### src/rtl/dcim_ctrl_pkg.sv
// Shared types and constants for the SRAM multiplier sequencer.
package dcim_ctrl_pkg;

  typedef enum logic [1:0] {
    IDLE  = 2'd0,
    LOAD  = 2'd1,
    RUN   = 2'd2,
    DRAIN = 2'd3
  } state_t;

  localparam logic MODE_LOAD  = 1'b0;
  localparam logic MODE_RUN   = 1'b1;

  localparam int DEF_DATA_WIDTH = 8;
  localparam int MULT_WIDTH     = 2 * DEF_DATA_WIDTH;

endpackage

### src/rtl/dcim_out_fifo.sv
// Synchronous output FIFO; a push into a full FIFO is accepted only alongside a pop.
module dcim_out_fifo #(
  parameter int WIDTH = 16,
  parameter int DEPTH = 4
) (
  input  logic                           clk,
  input  logic                           rst,
  input  logic                           push,
  input  logic [WIDTH-1:0]               push_data,
  input  logic                           pop,
  output logic [WIDTH-1:0]               pop_data,
  output logic                           empty,
  output logic                           full,
  output logic [$clog2(DEPTH+1)-1:0]     count
);

  localparam int PW = (DEPTH > 1) ? $clog2(DEPTH) : 1;
  localparam int CW = $clog2(DEPTH + 1);

  logic [WIDTH-1:0] mem [DEPTH];
  logic [PW-1:0]    wr_ptr;
  logic [PW-1:0]    rd_ptr;
  logic             do_push;
  logic             do_pop;

  function automatic logic [PW-1:0] ptr_next(input logic [PW-1:0] p);
    return (p == PW'(DEPTH - 1)) ? '0 : p + PW'(1);
  endfunction

  assign do_pop   = pop && !empty;
  assign do_push  = push && (!full || do_pop);
  assign empty    = (count == '0);
  assign full     = (count == CW'(DEPTH));
  assign pop_data = mem[rd_ptr];

  always_ff @(posedge clk) begin
    if (do_push) begin
      mem[wr_ptr] <= push_data;
    end
  end

  always_ff @(posedge clk) begin
    if (rst) begin
      wr_ptr <= '0;
      rd_ptr <= '0;
      count  <= '0;
    end else begin
      if (do_push) begin
        wr_ptr <= ptr_next(wr_ptr);
      end
      if (do_pop) begin
        rd_ptr <= ptr_next(rd_ptr);
      end
      case ({do_push, do_pop})
        2'b10:   count <= count + CW'(1);
        2'b01:   count <= count - CW'(1);
        default: count <= count;
      endcase
    end
  end

endmodule

### src/rtl/dcim_sram_mult_ctrl.sv
// Sequencer for the SRAM multiplier: LOAD writes weights, RUN multiplies operands by them.
// Define DCIM_ACC_EN to add a dot-product accumulator (acc_valid / acc_data).
module dcim_sram_mult_ctrl
  import dcim_ctrl_pkg::*;
#(
  parameter int DATA_WIDTH = 8,
  parameter int ADDR_COUNT = 16,
  parameter int ADDR_WIDTH = 4,
  parameter int FIFO_DEPTH = 4
) (
  input  logic                      clk,
  input  logic                      rst,
  input  logic                      cmd_valid,
  input  logic                      cmd_mode,
  output logic                      cmd_ready,
  output logic                      cmd_err,
  input  logic                      in_valid,
  input  logic [DATA_WIDTH-1:0]     in_data,
  output logic                      in_ready,
  output logic                      sram_ce,
  output logic                      sram_we,
  output logic [ADDR_WIDTH-1:0]     sram_addr,
  output logic [DATA_WIDTH-1:0]     sram_wdata,
  input  logic [DATA_WIDTH-1:0]     sram_rdata,
  output logic                      out_valid,
  output logic [2*DATA_WIDTH-1:0]   out_data,
  input  logic                      out_ready,
  output logic                      init_done,
  output logic                      busy
`ifdef DCIM_ACC_EN
  ,
  output logic                      acc_valid,
  output logic [2*DATA_WIDTH+ADDR_WIDTH-1:0] acc_data
`endif
);

  localparam int PW = 2 * DATA_WIDTH;
  localparam int CW = $clog2(FIFO_DEPTH + 1);

  state_t                  state;
  logic [ADDR_WIDTH-1:0]   addr;
  logic [DATA_WIDTH-1:0]   aligned;
  logic                    s1_valid;
  logic [PW-1:0]           product;
  logic [CW-1:0]           fifo_count;
  logic                    fifo_empty;
  logic                    fifo_full;
  logic [CW:0]             credit_used;
  logic                    accept;
  logic                    last_addr;

  // The single in-flight stage (read issued, product not yet pushed) consumes a FIFO credit.
  assign credit_used = {1'b0, fifo_count} + (CW+1)'(s1_valid);

  always_comb begin
    in_ready = 1'b0;
    case (state)
      LOAD:    in_ready = 1'b1;
      RUN:     in_ready = (credit_used < (CW+1)'(FIFO_DEPTH));
      default: in_ready = 1'b0;
    endcase
  end

  assign accept     = in_valid && in_ready;
  assign last_addr  = (addr == ADDR_WIDTH'(ADDR_COUNT - 1));
  assign sram_ce    = accept;
  assign sram_we    = accept && (state == LOAD);
  assign sram_addr  = addr;
  assign sram_wdata = (state == LOAD) ? in_data : '0;
  assign cmd_ready  = (state == IDLE);
  assign busy       = (state != IDLE);
  assign product    = PW'(sram_rdata) * PW'(aligned);
  assign out_valid  = !fifo_empty;

  always_ff @(posedge clk) begin
    if (rst) begin
      state     <= IDLE;
      addr      <= '0;
      init_done <= 1'b0;
      cmd_err   <= 1'b0;
      s1_valid  <= 1'b0;
      aligned   <= '0;
    end else begin
      cmd_err  <= 1'b0;
      s1_valid <= 1'b0;
      case (state)
        IDLE: begin
          if (cmd_valid) begin
            if (cmd_mode == MODE_LOAD) begin
              state     <= LOAD;
              init_done <= 1'b0;
              addr      <= '0;
            end else if (init_done) begin
              state <= RUN;
              addr  <= '0;
            end else begin
              cmd_err <= 1'b1;
            end
          end
        end
        LOAD: begin
          if (accept) begin
            if (last_addr) begin
              addr      <= '0;
              init_done <= 1'b1;
              state     <= IDLE;
            end else begin
              addr <= addr + ADDR_WIDTH'(1);
            end
          end
        end
        RUN: begin
          if (accept) begin
            aligned  <= in_data;
            s1_valid <= 1'b1;
            if (last_addr) begin
              addr  <= '0;
              state <= DRAIN;
            end else begin
              addr <= addr + ADDR_WIDTH'(1);
            end
          end
        end
        DRAIN: begin
          if (!s1_valid) begin
            state <= IDLE;
          end
        end
        default: state <= IDLE;
      endcase
    end
  end

  // The FIFO entry serves as the registered product stage, so out_valid rises two cycles after accept.
  dcim_out_fifo #(
    .WIDTH (PW),
    .DEPTH (FIFO_DEPTH)
  ) u_fifo (
    .clk       (clk),
    .rst       (rst),
    .push      (s1_valid),
    .push_data (product),
    .pop       (out_ready),
    .pop_data  (out_data),
    .empty     (fifo_empty),
    .full      (fifo_full),
    .count     (fifo_count)
  );

`ifdef DCIM_ACC_EN
  // acc_valid is registered off the DRAIN exit, when the last product has already been summed.
  always_ff @(posedge clk) begin
    if (rst) begin
      acc_valid <= 1'b0;
      acc_data  <= '0;
    end else begin
      acc_valid <= (state == DRAIN) && !s1_valid;
      if ((state == IDLE) && cmd_valid && (cmd_mode == MODE_RUN) && init_done) begin
        acc_data <= '0;
      end else if (s1_valid) begin
        acc_data <= acc_data + (2*DATA_WIDTH+ADDR_WIDTH)'(product);
      end else begin
        acc_data <= acc_data;
      end
    end
  end
`endif

endmodule
### config.mk
export PLATFORM = sky130hd
export DESIGN_NAME = dcim_sram_mult_ctrl
export DESIGN_NICKNAME = d
export VERILOG_FILES = /design/src/rtl/dcim_ctrl_pkg.sv /design/src/rtl/dcim_out_fifo.sv /design/src/rtl/dcim_sram_mult_ctrl.sv
export SDC_FILE = /design/constraint.sdc
export NUM_CORES = 1
export LEC_CHECK = 0
export ABC_AREA = 1
export ABC_CLOCK_PERIOD_IN_PS = 5400
export BUFFER_PORTS_ARGS = -buffer_cell sky130_fd_sc_hd__buf_2
export CAP_MARGIN = 30
export CORE_UTILIZATION = 50
export DETAILED_ROUTE_END_ITERATION = 16
export PLACE_DENSITY = 0.8
export REMOVE_ABC_BUFFERS = 1
export SYNTH_ARGS = -nofsm -noshare
export SYNTH_HDL_FRONTEND = slang
export SYNTH_SLANG_ARGS = --single-unit
### constraint.sdc
create_clock -name clk -period 5.4 [get_ports clk]
set_input_delay 0.27 -clock clk [delete_from_list [all_inputs] [get_ports clk]]
set_output_delay 0.27 -clock clk [all_outputs]
set_load 0.02 [all_outputs]
**Word-level counts from Yosys, hierarchy flattened**

Memory sizes are Yosys's and may differ from the RTL's. A register that Yosys moved wholly into a read port is not among the register bits.
Cells that the tools add are included.

- Divide/modulo/power cells: 0
- Add/subtract/negate cells: 6
- $lt $le $gt $ge: 1
- Reduce and logical (&&, ||, !) cells: 20
- Multiplexer cells: 31
- Shift-type cells: 0
- Multipliers: 1
- Equality and inequality tests: 18
- Bitwise gates (word level): 4

Operators by type and width:

| cell | number |
|---|---|
| $mux 2 | 12 |
| $mux 4 | 5 |
| $mul 8x8->16 | 1 |
| $ne 2x2->1 const B | 7 |
| $eq 2x2->1 const B | 5 |
| $mux 1 | 8 |
| $mux 8 | 1 |
| $pmux 2 s4 | 1 |
| $pmux 4 s2 | 1 |
| $reduce_bool 2->1 | 4 |
| $reduce_and 7->1 | 1 |
| $pmux 3 s2 | 1 |
| $reduce_and 5->1 | 1 |
| $add 2x1->2 const B | 2 |
| $add 3x1->4 | 1 |
| $add 4x1->4 const B | 1 |
| $eq 2x1->1 const B | 2 |
| $eq 4x4->1 const B | 1 |
| $logic_and 1x1->1 | 4 |
| $lt 4x3->1 const B | 1 |
| $not 1->1 | 4 |
| $pmux 1 s2 | 2 |
| $reduce_and 4->1 | 1 |
| $reduce_or 2->1 | 2 |
| 11 further kinds | 12 |

- Output and inout port bits: 36
- Memory bits (writable): 64
- Memories kept: 1
- ROM bits: 0
- Word-level logic and storage cells: 91
- Latch bits: 0
- Bits in registers: 24

Memory list:

| name | depth | bits a word | read ports | clocked after Yosys merged registers in | write ports | RTL line | text |
|---|---|---|---|---|---|---|---|
| u_fifo.mem | 4 | 16 | 1 | 1 | 1 | dcim_out_fifo.sv:20 | `logic [WIDTH-1:0] mem [DEPTH];` |

**Depth between registers and ports, before layout**

Gate-level depths: netlist (run 1).

- Word-level depth: 7
- Depth in mapped cells: 18
- Mapped depth without buffers: 17

**By module**

A second synthesis (run 1) with hierarchy kept.

- Cell total of the unflattened synthesis: 694
- Area, all modules: 6049.6 µm²

By module, submodules not included:

| module | sequential area each (µm²) | cells each | area an instance (µm²) | times used |
|---|---|---|---|---|
| dcim_sram_mult_ctrl | 340.3 | 469 | 3184.3 | 1 |
| dcim_out_fifo | 2102.0 | 225 | 2865.2 | 1 |

**Worst setup path before layout (run 1)**

OpenSTA, ideal clock, no wires.

- Path kind: flip-flop to flip-flop
- From: reg aligned[7]
- To: mem u_fifo.mem[0][12] (data pin)
- Path buffers: 1
- Setup time: 180 ps
- Slack: 1326 ps
- Clock period less this slack: 4074 ps
- Cell stages (with the launch flop): 16
- Arrival: 3894 ps
- Path through: dfxtp_1 > clkbuf_1 > nand2_1 > fa_1 > fa_1 > inv_1 > fa_1 > inv_1 > fa_1 > inv_1 > ha_1 > a21oi_1 > o21a_1 > nand2_1 > a21oi_1 > xor2_1

- Longest elaborated chain between the ends: 1

RTL lines:

| item | RTL line | text |
|---|---|---|
| start: declaration | dcim_sram_mult_ctrl.sv:42 | `logic [DATA_WIDTH-1:0] aligned;` |
| start signal: assignment | dcim_sram_mult_ctrl.sv:114 | `aligned <= in_data;` |
| $mul 8x8->16 | dcim_sram_mult_ctrl.sv:72 | `assign product = PW'(sram_rdata) * PW'(aligned);` |
| net product[12] | dcim_sram_mult_ctrl.sv:44 | `logic [PW-1:0] product;` |
| end: declaration | dcim_out_fifo.sv:20 |  |

The timed path passes the listed nets, and every way through them passes these cells.

**Worst setup path in the final report (run 1)**

- From: reg aligned[4]
- To: mem u_fifo.mem[0][12] (data pin)

The elaborated chain is that of the path after synthesis.

==> results of run 1 <==
cell type report:
type / count / area [sq um]
clock buffers: 9 / 225
inverters: 149 / 559
multi-input cells: 412 / 2880
flip-flops and latches: 90 / 2440
well taps: 143 / 179
fillers: 956 / 4870
repair buffers: 58 / 293
clock inverters: 7 / 76.3
tightest hold or removal path: stages:
cell and delay [ps]:
buf_2 100, nand2_1 50, nor2_1 30
Yosys cell counts (5+ instances only):
master | count | area (sq um)
a21oi_1 | 35 | 175
buf_1 | 8 | 30.0
clkbuf_1 | 20 | 75.1
dfxtp_1 | 26 | 521
edfxtp_1 | 64 | 1920
fa_1 | 37 | 741
ha_1 | 46 | 576
inv_1 | 146 | 548
nand2_1 | 123 | 462
nand3_1 | 24 | 120
nand4_1 | 5 | 31.3
nor2_1 | 55 | 206
o21ai_0 | 40 | 200
o22ai_1 | 16 | 100
xnor2_1 | 5 | 43.8
xor2_1 | 7 | 61.3
layer usage:
layer	global-route usage, %	up-vias
met3	3.38	21
met2	36.7	162
met5	0	-
met1	28.4	2113
met4	6.85	0
li1	-	2227
cells by family after synthesis:
logic type	share of synthesized area, %
buf+inv	11.2
fa+ha+maj	22.0
compound gates	9.42
xor+xnor	1.76
simple gates	14.7
flops	40.8
flip-flops by register name (all words and copies together), names as in the netlist, named ones only:
name and flops:
u_fifo.rd_ptr 2, u_fifo.wr_ptr 2, aligned 8, sram_addr 4
s1_valid 1, init_done 1, u_fifo.mem 64, state 2
u_fifo.count 3, cmd_err 1
worst paths after layout:
kind              cells past startpoint                end       startpoint  slack [ps]
hold reg to reg                       1    u_fifo.count[0]  u_fifo.count[0]         500
hold / removal                        3            cmd_err        cmd_valid         160
setup reg to reg                     14  u_fifo.mem[0][12]       aligned[4]        1030
setup / recovery                     14  u_fifo.mem[0][12]       aligned[4]        1030
power groups by stage:
| stage | logic (mW) | registers (mW) | clock network [mW] |
|---|---|---|---|
| 2_1_floorplan | 0.465 | 0.839 | 0 |
| 3_3_place_gp | 0.678 | 0.830 | 0 |
| 3_5_place_dp | 0.711 | 0.833 | 0 |
| 4_1_cts | 0.713 | 0.819 | 0.639 |
| 5_1_grt | 0.792 | 0.825 | 0.668 |
| 6_report | 0.715 | 0.818 | 0.631 |
per-stage QoR:
stage / instances / hold slack (ps) / worst slack, ps / utilization [%] / cell area (sq um)
after floorplan: 651 / 339 / 1440 / - / 5870
after global placement: 852 / 470 / 1280 / 55.1 / 6350
after detailed placement: 852 / 494 / 1070 / 55.1 / 6350
after CTS: 868 / 149 / 1040 / 57.7 / 6650
after global routing: 868 / 168 / 781 / 57.7 / 6650
final: 868 / 160 / 1030 / 57.7 / 6650
==> results.md, run 1 <==
* GPL Wtd Cong at 0.883
* Max incr delay on CP at 520 ps
* Initial antenna violation count at 0
* Fraction of layout cells with a size suffix above 1 at 12.1%
* MaxCap Viol Count at 0
* Post-CTS Setup Inserts at 0
* Hold Vio Cnt, Final at 0
* Critical path buffers and inverters at 3
* Area delta synth->final at 11.2%
* CP Class: flop to flop
* Worst EP required at 5530 ps
* First-pass GRT wire length at 21400 microns
* Final Setup Violations at 0
* Die Y at 111 microns
* PostCTS Resize Cnt at 0
* Htree depth at 3
* Most frequent cells in the layout: inv_1, nand2_1, edfxtp_1, buf_2, nor2_1
* IO Pins at 58
* Skew final at 3.62 ps
* Via count at 4523
* Capturing element type of the critical path: flop
* DR WL met3 at 721 microns
* Min-delay worst type: input pin to flop
* Synth Warn # at 0
* DR iter-0 viols at 271
* Final HPWL DP at 9180 microns
* Asr flop ratio synth at 0%
* Critical Path Fanout Max at 9
* Port Buffer Count at 57
* Min cycle time layout at 4370 ps
* F_max at 0.229 GHz
* EDFF count, synth at 64
* Total track usage at 21.6%
* Overall power at 2.16 mW
* Synth Flop Type: edfxtp_1
* Clock latency on the worst-skew pair at 340 ps
* Commonest non-fill, non-tap cell in the layout: inv_1
* Vias in the first global route at 4633
* Max Buffers Root-to-Sink at 2
* Psw at 0.813 mW
* Routed WL at 12300 microns
* Max-slew headroom at 38.4%
* Uppermost layer routed: met4
* Flop pwr share at 37.8%
* Leak at 3.37 nW
* Fin crit share at 80.9%
* Clock share of power at 29.2%
* FP Rows at 39
* Detailed Routing Iterations Pass 1 at 10
* Antenna Nets Post-Route at 0
* CTS tree: built
* Core Region at 0.0115 sq mm
* Max Slew Vio Count at 0
* TritonCTS Sinks at 90
* Max VDD drop at 176 uV
* Synth Instances at 680
* Worst-margin pin slew at 923 ps
* Antenna Cells at 0
* Clk pin slew, worst setup/hold paths at 60 ps
* Power Dens Cells at 325 mW/mm^2
* Fin nets at 825
* # DRC at 2
* Initial core utilization at 51.9%
* Sequential area share after synthesis at 40.8%
* Critical path launch point type: flop
* Vias per cell at 5.21
* FF+latch count, synth at 90
* Largest net degree at the start of global routing at 34
* Crit-path cells: nand2_1 -> fa_1 -> fa_1 -> inv_1 -> fa_1 -> inv_1 -> fa_1 -> inv_1 -> ha_1 -> a21oi_1 -> o21a_1 -> nand2_1 -> a21oi_1 -> xor2_1
* Worst path top cell family by delay: adder cells
* Distinct cells, synth at 31
* Met2 routed WL at 5940 microns
* Setup_tns at 0 ps
* Die span in x at 111 microns
* Slowest stage cell, crit path: dfxtp_1
* RSZ-0062 raised after global routing: no
* Hold-fix buffers at CTS at 0
* Worst Path Arrival at 4500 ps
* M1 WL at 5410 microns
* Clock Tree Root: clkbuf_16
* DR WL/cell at 14.1 microns
* Pint at 1.35 mW
* Num CTS Buffers at 9
* Most frequent CP cell: fa_1
* Sw frac at 37.6%
* GR Overflow Total at 0
* Status: finished, violations left
* Synth Area per Inst at 8.79 sq um
* Die Area at 0.0124 sq mm
* Combinational power share at 33.0%
* Failing checks: design-rule violations
* Synth Cell Area at 0.00598 sq mm
No activity file was read; power rests on OpenSTA's default activity.
==> run 2, diff against run 1 <==
Settings changed: ABC_AREA 1 to 0, ABC_CLOCK_PERIOD_IN_PS 5400 to 3550, PLACE_DENSITY 0.8 to 0.83.
Clock period 5.4 ns to 3.55 ns, I/O delays scaled along.
==> run 2 against run 1 <==
Critical path depth is 1 lower; fmax is 4.7% higher; count of clock-buffer cells in the layout stayed put; the flow finishes with violations (negative setup slack); non-clock buffer count is 42 higher; synthesized cell count is 29% lower; sequential share of layout area is 2.2 points lower; sequential power is 52% higher.
==> results.md, run 2 <==
* Critical path launch point type: flop
* Clock latency on the worst-skew pair at 340 ps (about the same)
* Antenna Cells at 0 (unchanged)
* Setup WS post-layout at -623 ps (-1650 ps)
* Power Dens Cells at 446 mW/mm^2 (+37%)
* Area delta synth->final at 23.8%
* Fraction of layout cells with a size suffix above 1 at 34.2% (+22 points)
* Clock Tree Root: clkbuf_16
* FILL cells at 789 (-17%)
* EDFF count, synth at 64 (unchanged)
* Multi-input logic area at 0.00332 sq mm (+15%)
* Hold depth at 3 (unchanged)
* Most common cell in the netlist: edfxtp_1
* Status: finished, violations left
* TritonCTS Sinks at 90 (unchanged)
* First-pass GRT wire length at 20400 microns (-4.6%)
* Max VDD drop at 504 uV (+190%)
* Asr flop ratio synth at 0% (unchanged)
* IO Pins at 58 (unchanged)
* Capturing element type of the critical path: flop
* DR WL met3 at 757 microns (+5.0%)
* Ranking of synthesized cells by area: edfxtp_1, fa_1, ha_1
* Fin nets at 688 (-17%)
* Most frequent cells in the layout: edfxtp_1, buf_2, and2_1, inv_1, ha_1
* Vias in the first global route at 4185 (-9.7%)
* Worst hold slack at 90.5 ps (-69.5 ps)
* Core Region at 0.0110 sq mm (-4.2%)
* Critical Path Fanout Max at 4 (-5)
* Die span in x at 109 microns (-2.0%)
* DR WL/cell at 18.3 microns (+29%)
* Vias per cell at 5.58 (+7.1%)
* Synth Instances at 483 (-29%)
* Biggest register: u_fifo.mem
* Detailed Routing Iterations Pass 1 at 5 (-5)
* Die Y at 109 microns (-2.0%)
* Total track usage at 23.1% (+1.6 points)
* Initial antenna violation count at 0 (unchanged)
* Sequential area share after synthesis at 42.5% (+1.7 points)
* Uppermost layer routed: met4
* RSZ-0062 raised after global routing: yes
* CP Class: flop to flop
* Failing checks: negative setup slack
* Hold-fix buffers at CTS at 0 (unchanged)
* R2R depth at 13 (-1)
* Synth cell count leaders: edfxtp_1, and2_1, inv_1
* Max-slew headroom at 47.8% (+9.4 points)
* Met2 routed WL at 6670 microns (+12%)
* Num CTS Buffers at 9 (unchanged)
* Die Area at 0.0119 sq mm (-3.9%)
* CTS tree: built
* Commonest non-fill, non-tap cell in the layout: edfxtp_1
* Antenna Nets Post-Route at 0 (unchanged)
* Synth Cell Area at 0.00574 sq mm (-4.0%)
* Initial core utilization at 52.0% (+0.12 points)
* Final design area excluding fillers at 0.00711 sq mm (+6.8%)
* Synth Flop Type: edfxtp_1
* Synth Warn # at 0 (unchanged)
* F_max at 0.240 GHz (+4.7%)
* Via count at 4064 (-10%)
* Largest net degree at the start of global routing at 25 (-26%)
* Final HPWL DP at 8590 microns (-6.4%)
* Biggest area consumer among synthesized cells: edfxtp_1
* Htree depth at 3 (unchanged)
* Port Buffer Count at 57 (unchanged)
* Storage cell area at 0.00245 sq mm (+0.51%)
* GPL Wtd Cong at 0.868 (-1.7%)
* Min cycle time layout at 4170 ps (-198 ps)
* Worst Path Arrival at 4310 ps (-190 ps)
* Max Slew Vio Count at 0 (unchanged)
* GR Overflow Total at 0 (unchanged)
* Skew final at 7.43 ps (+3.81 ps)
* # DRC at 0 (-2)
* Synth Area per Inst at 11.9 sq um (+35%)
* Final Util at 64.4% (+6.7 points)
* Routed WL at 13300 microns (+8.3%)
* Fin crit share at 118% (+37 points)
* Leak at 3.03 nW (-10%)
* DR iter-0 viols at 310 (+14%)
* Max FFs per register at 64 (unchanged)
* Distinct cells, synth at 45 (+45%)
* Yosys top cell area share at 33.5% (+1.3 points)
* Min-delay worst type: input pin to flop
* M1 WL at 5200 microns (-4.0%)
* Overall power at 3.17 mW (+46%)
* Worst-margin pin slew at 782 ps (-141 ps)
* Final Setup Violations at 32 (+32)
* Max Buffers Root-to-Sink at 2 (unchanged)
* Clk pin slew, worst setup/hold paths at 70 ps (about the same)
* FF+latch count, synth at 90 (unchanged)
* Worst EP required at 3690 ps (-1840 ps)
* MaxCap Viol Count at 0 (unchanged)
* Dpl cell area at 0.00647 sq mm (+1.9%)
* Hold Vio Cnt, Final at 0 (unchanged)
* FP Rows at 38 (-2.6%)
==> run 2: worst paths after layout <==
path	startpoint	endpoint	slack, ps
setup reg to reg	aligned[2]	u_fifo.mem[0][14]	-620
hold reg to reg	sram_addr[3]	sram_addr[3]	500
setup / recovery	aligned[2]	u_fifo.mem[0][14]	-620
hold / removal	in_data[2]	aligned[2]	90
==> run 2: per-stage QoR <==
step | setup slack [ps] | cells | TNS (ps)
after floorplan | -587 | 472 | -13650
after global placement | -614 | 711 | -17310
after detailed placement | -725 | 711 | -21660
after CTS | -452 | 727 | -11180
after global routing | -728 | 728 | -19590
final | -623 | 728 | -15980
==> run 2: cell type report <==
class | instances | area share, %
Clock buffer | 9 | 3.17
Clock inverter | 7 | 1.14
Inverter | 59 | 3.12
Multi-Input combinational cell | 323 | 46.7
Sequential cell | 90 | 34.5
Tap cell | 140 | 2.47
Timing Repair Buffer | 100 | 8.87
==> run 2: timing repair <==
item	in CTS	in global routing
setup buffers	2	2
setup endpoints to repair	40	40
pin swaps	38	13
gates resized for setup	47	28
hold endpoints to repair	0	0
==> run 2: worst max-delay path, cell delays in order, from the launching register on <==
cell,delay [ps]
dfxtp_4,360
and2_4,160
fa_1,500
fa_1,500
fa_1,510
inv_2,40
fa_1,490
inv_2,50
ha_4,270
buf_4,170
o21a_1,170
o21ai_1,150
o31ai_2,290
xor2_1,300
==> run 2: kinds of logic after synthesis <==
kind of cell | synth area share, %
flip-flops | 42.5
adder cells (fa/ha/maj) | 22.9
AO/OA/AOI/OAI | 7.24
AND/OR/NAND/NOR | 13.5
buffers and inverters | 4.66
XOR/XNOR | 2.14
multiplexers | 6.97
==> run 2: routing by layer <==
metal  track usage (%)  up-vias
li1                  -     1873
met1              26.8     1983
met2              39.9      163
met3              5.02       45
met4              12.2        0
met5                 0        -
==> run 2: power by group <==
group | switching [mW] | internal (mW) | leakage, nW
Sequential | 0.0671 | 1.17 | 0.718
Combinational | 0.569 | 0.380 | 2.16
Clock | 0.425 | 0.558 | 0.148
